## config.mk

```make
export PLATFORM = sky130hd
export DESIGN_NAME = arith_pipe_vr
export DESIGN_NICKNAME = d
export VERILOG_FILES = /design/src/rtl/arith_pipe_pkg.sv /design/src/rtl/pipe_stage_vr.sv /design/src/rtl/arith_pipe_vr.sv
export SDC_FILE = /design/constraint.sdc
export NUM_CORES = 1
export LEC_CHECK = 0
export CAP_MARGIN = 10
export CELL_PAD_IN_SITES_DETAIL_PLACEMENT = 1
export CELL_PAD_IN_SITES_GLOBAL_PLACEMENT = 1
export CORE_MARGIN = 3
export CORE_UTILIZATION = 40
export CTS_CLUSTER_DIAMETER = 40
export DETAILED_ROUTE_END_ITERATION = 7
export GPL_TIMING_DRIVEN = 0
export PLACE_DENSITY = 0.79
export SYNTH_ARGS = -nofsm -noshare
export SYNTH_HDL_FRONTEND = slang
export SYNTH_SLANG_ARGS = --single-unit
```

## constraint.sdc

```tcl
create_clock -name clk -period 5.01 [get_ports clk]
set_clock_uncertainty 0.15 [all_clocks]
set_input_delay 1.002 -clock clk [delete_from_list [all_inputs] [get_ports clk]]
set_output_delay 1.002 -clock clk [all_outputs]
set_load 0.01 [all_outputs]
```

## src/rtl/arith_pipe_pkg.sv

```systemverilog
// -----------------------------------------------------------------------------
// arith_pipe_pkg
//
// Shared definitions for the arith_pipe_vr pipeline:
//   - default operand/result width and tag width
//   - stage payload layout (data, d, tag) at the default widths
//   - sat_mul: multiply with wrap or saturation, returning the overflow flag
//
// sat_mul works on operands zero-extended to MAX_W bits and interprets
// only the low `w` bits of the result, so one function serves every
// WIDTH up to MAX_W.
// -----------------------------------------------------------------------------
package arith_pipe_pkg;

    localparam int DEFAULT_WIDTH = 10;
    localparam int DEFAULT_TAG_W = 4;

    // Widest operand sat_mul supports.
    localparam int MAX_W = 32;

    // Payload carried by a middle stage at the default widths.
    typedef struct packed {
        logic [DEFAULT_WIDTH-1:0] data;
        logic [DEFAULT_WIDTH-1:0] d;
        logic [DEFAULT_TAG_W-1:0] tag;
    } stage_payload_t;

    typedef struct packed {
        logic             ovf;
        logic [MAX_W-1:0] value;
    } mul_result_t;

    // Full-precision product of x and y, reduced to w bits.
    // ovf is set when any product bit at or above w is set.
    // With sat set, an overflowing product is clamped to 2^w-1.
    function automatic mul_result_t sat_mul(
        input logic [MAX_W-1:0] x,
        input logic [MAX_W-1:0] y,
        input int unsigned      w,
        input logic             sat
    );
        logic [2*MAX_W-1:0] p;
        logic [2*MAX_W-1:0] mask;
        mul_result_t        r;
        p       = {{MAX_W{1'b0}}, x} * {{MAX_W{1'b0}}, y};
        mask    = ({{(2*MAX_W-1){1'b0}}, 1'b1} << w) - {{(2*MAX_W-1){1'b0}}, 1'b1};
        r.ovf   = |(p & ~mask);
        r.value = (sat && r.ovf) ? mask[MAX_W-1:0] : (p[MAX_W-1:0] & mask[MAX_W-1:0]);
        return r;
    endfunction

endpackage : arith_pipe_pkg

```

## src/rtl/pipe_stage_vr.sv

```systemverilog
// -----------------------------------------------------------------------------
// pipe_stage_vr
//
// Generic valid/ready register slice. The slice is ready when it is empty
// or when its downstream takes the current contents this cycle, so an
// empty slice fills even while a later slice is stalled.
//
// Ports:
//   clk         rising-edge clock
//   rst_n       synchronous active-low reset (clears valid and payload)
//   up_valid_i  upstream holds valid data
//   up_data_i   upstream payload (PW bits)
//   dn_ready_i  downstream accepts this slice's contents this cycle
//   ready_o     this slice accepts upstream data this cycle
//   valid_o     this slice holds valid data
//   data_o      registered payload
// -----------------------------------------------------------------------------
module pipe_stage_vr #(
    parameter int PW = 8
) (
    input  logic          clk,
    input  logic          rst_n,
    input  logic          up_valid_i,
    input  logic [PW-1:0] up_data_i,
    input  logic          dn_ready_i,
    output logic          ready_o,
    output logic          valid_o,
    output logic [PW-1:0] data_o
);

    logic          valid_q;
    logic          valid_d;
    logic [PW-1:0] data_q;
    logic [PW-1:0] data_d;

    assign ready_o = ~valid_q | dn_ready_i;

    // NOTE: every variable assigned here gets a default first so no path
    // leaves it unassigned; otherwise synthesis would infer a latch.
    always_comb begin
        valid_d = valid_q;
        data_d  = data_q;
        if (ready_o) begin
            valid_d = up_valid_i;
            // Payload only moves on a real transfer; a bubble keeps old data.
            if (up_valid_i) begin
                data_d = up_data_i;
            end
        end
    end

    // NOTE: state registers use non-blocking assignments so every flop
    // samples its pre-edge inputs; the payload is cleared on reset as
    // well so the outputs read 0 after reset rather than stale data.
    always_ff @(posedge clk) begin
        if (!rst_n) begin
            valid_q <= 1'b0;
            data_q  <= '0;
        end else begin
            valid_q <= valid_d;
            data_q  <= data_d;
        end
    end

    assign valid_o = valid_q;
    assign data_o  = data_q;

endmodule : pipe_stage_vr

```

## src/rtl/arith_pipe_vr.sv

```systemverilog
// -----------------------------------------------------------------------------
// arith_pipe_vr
//
// Three-stage flow-controlled pipeline computing
//     f = ((a+b) + (c-d)) * d
// over WIDTH-bit unsigned operands, with a pass-through tag and an
// overflow flag.
//   stage 1: x1 = a+b, x2 = c-d (both wrap), d, tag
//   stage 2: x3 = x1+x2 (wraps), d, tag
//   stage 3: f = low WIDTH bits of x3*d (or clamped), f_ovf, tag
//
// Build option: define ARITH_PIPE_SAT_EN to make stage 3 saturate f to
// 2^WIDTH-1 when the product overflows. Without it f wraps. f_ovf is the
// same in both builds; stages 1 and 2 always wrap.
//
// Ports:
//   clk        rising-edge clock
//   rst_n      synchronous active-low reset
//   in_valid   operand set a/b/c/d/in_tag is valid
//   in_ready   pipeline accepts the operand set this cycle
//   a,b,c,d    WIDTH-bit unsigned operands
//   in_tag     TAG_W-bit sideband returned with the result
//   out_valid  f/f_ovf/out_tag hold a valid result
//   out_ready  consumer takes the result this cycle
//   f          WIDTH-bit result
//   f_ovf      full product did not fit in WIDTH bits
//   out_tag    tag of the result
//   busy       at least one stage holds valid data
//
// WIDTH must be in 2..MAX_W (see arith_pipe_pkg), TAG_W >= 1.
// -----------------------------------------------------------------------------
module arith_pipe_vr
    import arith_pipe_pkg::*;
#(
    parameter int WIDTH = DEFAULT_WIDTH,
    parameter int TAG_W = DEFAULT_TAG_W
) (
    input  logic             clk,
    input  logic             rst_n,
    input  logic             in_valid,
    output logic             in_ready,
    input  logic [WIDTH-1:0] a,
    input  logic [WIDTH-1:0] b,
    input  logic [WIDTH-1:0] c,
    input  logic [WIDTH-1:0] d,
    input  logic [TAG_W-1:0] in_tag,
    output logic             out_valid,
    input  logic             out_ready,
    output logic [WIDTH-1:0] f,
    output logic             f_ovf,
    output logic [TAG_W-1:0] out_tag,
    output logic             busy
);

`ifdef ARITH_PIPE_SAT_EN
    localparam logic SAT_EN = 1'b1;
`else
    localparam logic SAT_EN = 1'b0;
`endif

    typedef struct packed {
        logic [WIDTH-1:0] x1;
        logic [WIDTH-1:0] x2;
        logic [WIDTH-1:0] d;
        logic [TAG_W-1:0] tag;
    } s1_t;

    typedef struct packed {
        logic [WIDTH-1:0] x3;
        logic [WIDTH-1:0] d;
        logic [TAG_W-1:0] tag;
    } s2_t;

    typedef struct packed {
        logic [WIDTH-1:0] f;
        logic             ovf;
        logic [TAG_W-1:0] tag;
    } s3_t;

    s1_t s1_d, s1_q;
    s2_t s2_d, s2_q;
    s3_t s3_d, s3_q;

    logic v1, v2, v3;
    logic r1, r2, r3;

    mul_result_t mul_res;

    // ---------------------------------------------------------------- stage 1
    always_comb begin
        s1_d.x1  = a + b;
        s1_d.x2  = c - d;
        s1_d.d   = d;
        s1_d.tag = in_tag;
    end

    pipe_stage_vr #(
        .PW($bits(s1_t))
    ) u_stage1 (
        .clk        (clk),
        .rst_n      (rst_n),
        .up_valid_i (in_valid),
        .up_data_i  (s1_d),
        .dn_ready_i (r2),
        .ready_o    (r1),
        .valid_o    (v1),
        .data_o     (s1_q)
    );

    // ---------------------------------------------------------------- stage 2
    always_comb begin
        s2_d.x3  = s1_q.x1 + s1_q.x2;
        s2_d.d   = s1_q.d;
        s2_d.tag = s1_q.tag;
    end

    pipe_stage_vr #(
        .PW($bits(s2_t))
    ) u_stage2 (
        .clk        (clk),
        .rst_n      (rst_n),
        .up_valid_i (v1),
        .up_data_i  (s2_d),
        .dn_ready_i (r3),
        .ready_o    (r2),
        .valid_o    (v2),
        .data_o     (s2_q)
    );

    // ---------------------------------------------------------------- stage 3
    always_comb begin
        mul_res  = sat_mul(MAX_W'(s2_q.x3), MAX_W'(s2_q.d), WIDTH, SAT_EN);
        s3_d.f   = mul_res.value[WIDTH-1:0];
        s3_d.ovf = mul_res.ovf;
        s3_d.tag = s2_q.tag;
    end

    // Bits of the shared-width result above WIDTH are always zero here.
    if (WIDTH < MAX_W) begin : g_unused_hi
        logic unused_hi;
        assign unused_hi = ^mul_res.value[MAX_W-1:WIDTH];
    end

    pipe_stage_vr #(
        .PW($bits(s3_t))
    ) u_stage3 (
        .clk        (clk),
        .rst_n      (rst_n),
        .up_valid_i (v2),
        .up_data_i  (s3_d),
        .dn_ready_i (out_ready),
        .ready_o    (r3),
        .valid_o    (v3),
        .data_o     (s3_q)
    );

    // ---------------------------------------------------------------- outputs
    // out_ready ripples back to in_ready through r3/r2/r1 so a full
    // pipeline can accept and emit in the same cycle.
    assign in_ready  = r1;
    assign out_valid = v3;
    assign f         = s3_q.f;
    assign f_ovf     = s3_q.ovf;
    assign out_tag   = s3_q.tag;
    assign busy      = v1 | v2 | v3;

endmodule : arith_pipe_vr

```

==> run metrics, run 1 <==
Critical Path RT 5.10 ns; largest family of logic cells by synthesized area adder cells; most frequent cell on the critical path sky130_fd_sc_hd__fa_1; type of element launching the critical path flip-flop; diodes inserted 0; Die ar. 19500 sq um; # rows 48; cell type with the highest aggregate area in the netlist sky130_fd_sc_hd__dfxtp_1; Crit Path Category reg2reg; drt wl/cell 17.4 microns; total number of clock tree sinks 76; H-tree lvl count 3; worst ir drop on vdd 147 uV; net count after synthesis 1068; portion of the post-synthesis area used by sequential elements 0.213; worst hold start u_stage1.data_o[5]; horizontal die dimension 140 microns; worst slew margin relative to its limit 0.518; FF-to-FF Start u_stage2.data_o[6]; share of the core filled with cells 0.499; sequential cell area 1550 sq um; antenna violation net count after detailed routing 0; min Tclk post-route 5.15 ns; leading cell types by total area after synthesis sky130_fd_sc_hd__dfxtp_1, sky130_fd_sc_hd__fa_1, sky130_fd_sc_hd__ha_1; xor/xnor share of the synthesized area 0.0257; critical path depth in cells 20; adder-cell share of the synthesized area 0.326; number of unique standard cell types used by synthesis 63; fraction of registers with async set/reset 0; hold-critical path endpoint u_stage2.data_o[5]; placed cell count 1163; routability cong. 0.803; Avg Inst Size Synth 8.18 sq um; PnR Total Power 1.63 mW; number of optimization iterations in the first detailed-route pass 4; kind of cell adding the most delay to the critical path adder cells; data arrival time at the worst-slack endpoint 5.25 ns; layout net count 1151; number of max-cap violations 0; clock tree root driver cell sky130_fd_sc_hd__clkbuf_16; Slew Limit Fails 0; final hold violation count 0; Remaining Overflow, GRT 0; worst-path cell chain clkbuf_8 > buf_4 > buf_4 > nand2_1 > fa_1 > inv_1 > fa_1 > ha_2 > fa_1 > inv_1 > fa_1 > inv_1 > ha_2 > or3_4 > o21bai_4 > a31oi_4 > xor2_1 > o311ai_2 > o41ai_2 > nand2_1; highest-delay cell along the critical path sky130_fd_sc_hd__fa_1; count of filler cells inserted in the layout 2093; clock transition at the registers of the reported paths 0.08 ns; Commonest cells post-synth sky130_fd_sc_hd__nand2_1, sky130_fd_sc_hd__inv_1, sky130_fd_sc_hd__ha_1; highest clock frequency the design can meet 194 MHz; Max Root-Sink Buffers 2; Ports 66; cell with the most instances after synthesis sky130_fd_sc_hd__nand2_1; area of combinational cells with multiple inputs 5210 sq um; detailed placer's ending HPWL 15800 microns; Layout Area Growth over Synthesis 21.8%; wire length of the first global-routing pass 33600 microns; failing checks negative setup slack; unrepaired setup endpoints after global routing true; number of enable flip-flop cells after synthesis 0; Residual DRC 0; Power Dens Cells 188 nW/um^2; post-synthesis cell area 7140 sq um; result of the run finished with violations; Routed WL 20600 microns; Total Routing Usage GR 0.213; Core ar. 17400 sq um; largest incremental delay on the critical path 0.51 ns; crit path buf inv count 6; Compound-Gate Fraction of Synth Area 0.154; worst skew pair latency 0.35 ns; TritonCTS clock tree yes; Yosys Warn Count 0; vias in the first global route 6772; number of antenna violations at the first check in global routing 0; r2r setup slk -0.14 ns; Worst Setup End Kind flip-flop; Setup violations, final 1; total via count after detailed routing 6299; share of the clock period used by the worst path after layout 1.03; pin count of the biggest net entering global routing 16; setup TNS after final layout -0.142 ns; FF-to-FF End u_stage3.data_o[4]; ratio of cells with drive above 1 in the final layout 0.106; Worst R2R Path Depth 20; initial core utilization 0.410; Setup WS post-layout -0.142 ns; routed via count divided by cell count 5.31; leakage dissipation 3.77 nW; I/O Buffers 65; fraction of synthesized cell area taken by the top area cell type 0.213; CTS Buf Count 9; Synth Flop Type sky130_fd_sc_hd__dfxtp_1; worst slew pin tran 0.723 ns; gate count after technology mapping 873; area fraction in and, or, nand and nor cells after synthesis 0.205; post-route insts no fill 1186; path type of the worst min-delay path reg2reg; register bit total from synthesis 76; multiplexer area fraction after synthesis 0.00140; number of instances on the worst hold path 2; top fanout value on the critical path 5; die height 140 microns; DRC marker count from the first detailed-route iteration 195
kinds of logic (layout without fill, tap and decap cells):
group,Yosys count,count (layout)
buffers and inverters,136,224
multiplexers,1,1
AND/OR/NAND/NOR,323,323
AO/OA/AOI/OAI,169,169
flip-flops,76,76
adder cells (fa/ha/maj),147,147
XOR/XNOR,21,21
how the worst max path moves through the flow:
stage / to / slack [ns] / startpoint
floorplan: u_stage3.data_o[4] / 0.0002 / u_stage2.data_o[21]
global placement: u_stage3.data_o[4] / -0.60 / u_stage2.data_o[22]
detailed placement: u_stage3.data_o[4] / -0.73 / u_stage2.data_o[22]
CTS: u_stage3.data_o[4] / -0.17 / u_stage2.data_o[7]
global route: u_stage3.data_o[4] / -0.33 / u_stage2.data_o[6]
finish: u_stage3.data_o[4] / -0.14 / u_stage2.data_o[6]
layout by cell type, fill, tap and decap left out, types with 4 or more instances in the layout:
cell type and n:
sky130_fd_sc_hd__nand2_2 4, sky130_fd_sc_hd__and3_1 7, sky130_fd_sc_hd__inv_1 87, sky130_fd_sc_hd__dfxtp_2 13, sky130_fd_sc_hd__clkbuf_1 16, sky130_fd_sc_hd__nor2b_1 13
sky130_fd_sc_hd__nor3b_1 4, sky130_fd_sc_hd__or3_1 7, sky130_fd_sc_hd__a21boi_0 7, sky130_fd_sc_hd__o21ai_0 17, sky130_fd_sc_hd__clkbuf_16 9, sky130_fd_sc_hd__a211oi_1 11
sky130_fd_sc_hd__nand2b_1 4, sky130_fd_sc_hd__dfxtp_1 60, sky130_fd_sc_hd__a21o_1 10, sky130_fd_sc_hd__nor3_1 9, sky130_fd_sc_hd__buf_2 4, sky130_fd_sc_hd__o21ai_1 4
sky130_fd_sc_hd__a31oi_1 6, sky130_fd_sc_hd__nand2_1 187, sky130_fd_sc_hd__buf_6 6, sky130_fd_sc_hd__nand3_1 8, sky130_fd_sc_hd__xor2_1 5, sky130_fd_sc_hd__nor2_1 32
sky130_fd_sc_hd__fa_1 64, sky130_fd_sc_hd__clkdlybuf4s50_1 65, sky130_fd_sc_hd__and2_1 39, sky130_fd_sc_hd__buf_4 17, sky130_fd_sc_hd__xnor2_1 16, sky130_fd_sc_hd__ha_1 76
sky130_fd_sc_hd__a21oi_1 71
worst reg2reg max path, delay by kind of cell, from the launching register on:
kind | cells | cell delay [ns]
xor+xnor | 1 | 0.19
buf+inv | 6 | 0.56
simple gates | 3 | 0.52
fa+ha+maj | 6 | 2.43
flops | 1 | 0.34
compound gates | 4 | 0.88
sequential cells by signal, summed over array words and instances, names as in the netlist:
name	count
u_stage3.data_o	15
u_stage2.data_o	24
u_stage2.valid_o	1
u_stage3.valid_o	1
u_stage1.valid_o	1
u_stage1.data_o	34
area by class of cell:
type                            instances  share of cell area
Multi-Input combinational cell        661               0.599
Sequential cell                        76               0.178
Timing Repair Buffer                   84              0.0943
Inverter                               91              0.0393
Tap cell                              225              0.0324
Clock buffer                            9              0.0259
Buffer                                 33              0.0247
Clock inverter                          7             0.00676
report_power, final:
group | leakage, nW | total, mW | switching [mW] | internal (mW)
logic | 3.00 | 0.321 | 0.170 | 0.150
registers | 0.630 | 0.667 | 0.0310 | 0.636
clock network | 0.139 | 0.647 | 0.302 | 0.345
total | 3.77 | 1.63 | 0.503 | 1.13
routing by layer:
metal,global-route usage,up-vias,part of all wire
met4,0.0694,0,0.029
met3,0.0375,44,0.039
li1,-,3044,-
met5,0,-,0
met1,0.245,3087,0.41
met2,0.398,124,0.52
per-stage QoR:
stage / hold WS, ns / setup WS (ns) / instance area [sq um]
after detailed placement: 0.296 / -0.733 / 8090
after global placement: 0.290 / -0.600 / 8090
after CTS: 0.296 / -0.168 / 8650
final: 0.288 / -0.142 / 8700
after global routing: 0.320 / -0.334 / 8700
after floorplan: 0.282 / 0.000183 / 7160
what timing repair did:
item	in CTS	in global routing
hold buffers	0	0
gates resized for setup	54	31
pin swaps	16	25
endpoints found under the setup margin	1	1
buffers inserted	17	2
Note: power is estimated with default switching activity, not from simulation.
==> run 2: changes to the inputs <==
CORE_MARGIN = 2   (was 3)
HOLD_SLACK_MARGIN = 0.08   (was default)
SKIP_LAST_GASP = 1   (was default)
==> run metrics, run 2 (same netlist as run 1, synthesis figures left out) <==
result of the run finished with violations; failing checks negative setup slack; worst slew pin tran 0.732 ns (+0.00951 ns); placed cell count 1163 (unchanged); setup TNS after final layout -0.0916 ns (+0.0506 ns); worst setup slack before clock tree synthesis -0.736 ns (-0.00247 ns); worst skew pair latency 0.35 ns (about the same); post-place instance area 8090 sq um (unchanged); total number of clock tree sinks 76 (unchanged); Routed WL 21200 microns (+2.7%); wire length of the first global-routing pass 33000 microns (-1.9%); Ports 66 (unchanged); detailed placer's ending HPWL 15500 microns (-1.9%); Crit Path Category reg2reg; Core ar. 17400 sq um (-0.35%); total via count after detailed routing 6320 (+0.33%); vias in the first global route 6803 (+0.46%); I/O Buffers 65 (unchanged); data arrival time at the worst-slack endpoint 5.24 ns (about the same); Residual DRC 0 (unchanged); number of optimization iterations in the first detailed-route pass 6 (+2); commonest cells after routing, fill and taps aside sky130_fd_sc_hd__nand2_1, sky130_fd_sc_hd__inv_1, sky130_fd_sc_hd__ha_1; routed via count divided by cell count 5.30 (-0.26%); Critical Path RT 5.15 ns (+0.05 ns); Max Root-Sink Buffers 2 (unchanged); PnR Total Power 1.75 mW (+7.4%); number of max-cap violations 0 (unchanged); antenna violation net count after detailed routing 0 (unchanged); Worst Setup End Kind flip-flop; commonest non-fill, non-tap cell in the layout sky130_fd_sc_hd__nand2_1; DRC marker count from the first detailed-route iteration 238 (+22%); initial core utilization 0.412 (+0.00142); drt wl/cell 17.8 microns (+2.1%); worst ir drop on vdd 159 uV (+8.4%); type of element launching the critical path flip-flop; share of the core filled with cells 0.519 (+0.0199); Total Routing Usage GR 0.224 (+0.0113); clock transition at the registers of the reported paths 0.06 ns (-0.02 ns); Setup violations, final 1 (unchanged); Layout Area Growth over Synthesis 26.2%; highest clock frequency the design can meet 196 MHz (+0.99%); Die ar. 18900 sq um (-2.8%); number of flip-flops in the largest register 34 (unchanged); share of the clock period used by the worst path after layout 1.02 (-0.0101); worst slew margin relative to its limit 0.512 (-0.00634); top fanout value on the critical path 9 (+4); post-route insts no fill 1193 (+0.59%); final hold violation count 0 (unchanged); CTS Buf Count 9 (unchanged); layout net count 1159 (+0.70%); number of antenna violations at the first check in global routing 0 (unchanged); TritonCTS clock tree yes; die height 138 microns (-1.4%); min Tclk post-route 5.10 ns (-0.0506 ns); horizontal die dimension 138 microns (-1.4%); unrepaired setup endpoints after global routing true; Remaining Overflow, GRT 0 (unchanged); diodes inserted 0 (unchanged); Setup WS post-layout -0.0916 ns (+0.0506 ns); pin count of the biggest net entering global routing 14 (-2); clock tree root driver cell sky130_fd_sc_hd__clkbuf_16; # rows 48 (unchanged); ratio of cells with drive above 1 in the final layout 0.128 (+0.0220); Power Dens Cells 195 nW/um^2 (+3.6%); routability cong. 0.840 (+4.6%); Slew Limit Fails 0 (unchanged); worst-case hold slack 0.298 ns (+0.00938 ns); leakage dissipation 3.88 nW (+2.9%); cell area after layout 9010 sq um (+3.6%); H-tree lvl count 3 (unchanged); path type of the worst min-delay path reg2reg
-- run 2: repair_timing --
item,4_1_cts,5_1_grt
hold buffers,0,0
endpoints found under the setup margin,2,1
buffers inserted,21,8
gates resized for setup,53,63
pin swaps,15,43
gates cloned,0,0
-- run 2: area by class of cell --
type                            instances  area, sq um
Fill cell                            2086         8340
Sequential cell                        76         1570
Buffer                                 31          205
Clock buffer                            9          225
Multi-Input combinational cell        661         5350
Inverter                               91          342
Clock inverter                          6          114
Timing Repair Buffer                   94          930
Tap cell                              225          282
-- run 2: worst paths after layout --
| path | start | to | slack (ns) | cells past startpoint |
|---|---|---|---|---|
| max | u_stage2.data_o[22] | u_stage3.data_o[4] | -0.09 | 20 |
| min | u_stage1.data_o[11] | u_stage2.data_o[11] | 0.30 | 2 |
| max reg2reg | u_stage2.data_o[22] | u_stage3.data_o[4] | -0.09 | 20 |
| min reg2reg | u_stage1.data_o[11] | u_stage2.data_o[11] | 0.30 | 2 |
-- run 2: worst max-delay path, stage by stage, from the launching register on --
cell and delay [ns]:
sky130_fd_sc_hd__dfxtp_2 0.34, sky130_fd_sc_hd__buf_8 0.13, sky130_fd_sc_hd__buf_4 0.14, sky130_fd_sc_hd__and2_1 0.17, sky130_fd_sc_hd__ha_1 0.33, sky130_fd_sc_hd__inv_1 0.09, sky130_fd_sc_hd__fa_1 0.44, sky130_fd_sc_hd__fa_1 0.55
sky130_fd_sc_hd__inv_1 0.07, sky130_fd_sc_hd__fa_1 0.49, sky130_fd_sc_hd__ha_1 0.34, sky130_fd_sc_hd__ha_1 0.32, sky130_fd_sc_hd__buf_6 0.16, sky130_fd_sc_hd__nand3_4 0.10, sky130_fd_sc_hd__a211oi_4 0.24, sky130_fd_sc_hd__buf_6 0.16
sky130_fd_sc_hd__a21oi_4 0.07, sky130_fd_sc_hd__or4b_1 0.48, sky130_fd_sc_hd__nand4_1 0.12, sky130_fd_sc_hd__o41ai_2 0.08, sky130_fd_sc_hd__nand2_1 0.06
-- run 2: metal layers --
layer	vias to the layer above	share of wire	GRT usage
met5	-	0	0
met4	0	0.027	0.0727
met3	33	0.018	0.0316
met2	81	0.53	0.413
met1	3141	0.42	0.267
li1	3065	-	-
-- run 2: power breakdown --
| group | internal, mW | switching (mW) |
|---|---|---|
| logic | 0.160 | 0.176 |
| clock network | 0.485 | 0.268 |
| registers | 0.635 | 0.0317 |
| total | 1.28 | 0.476 |
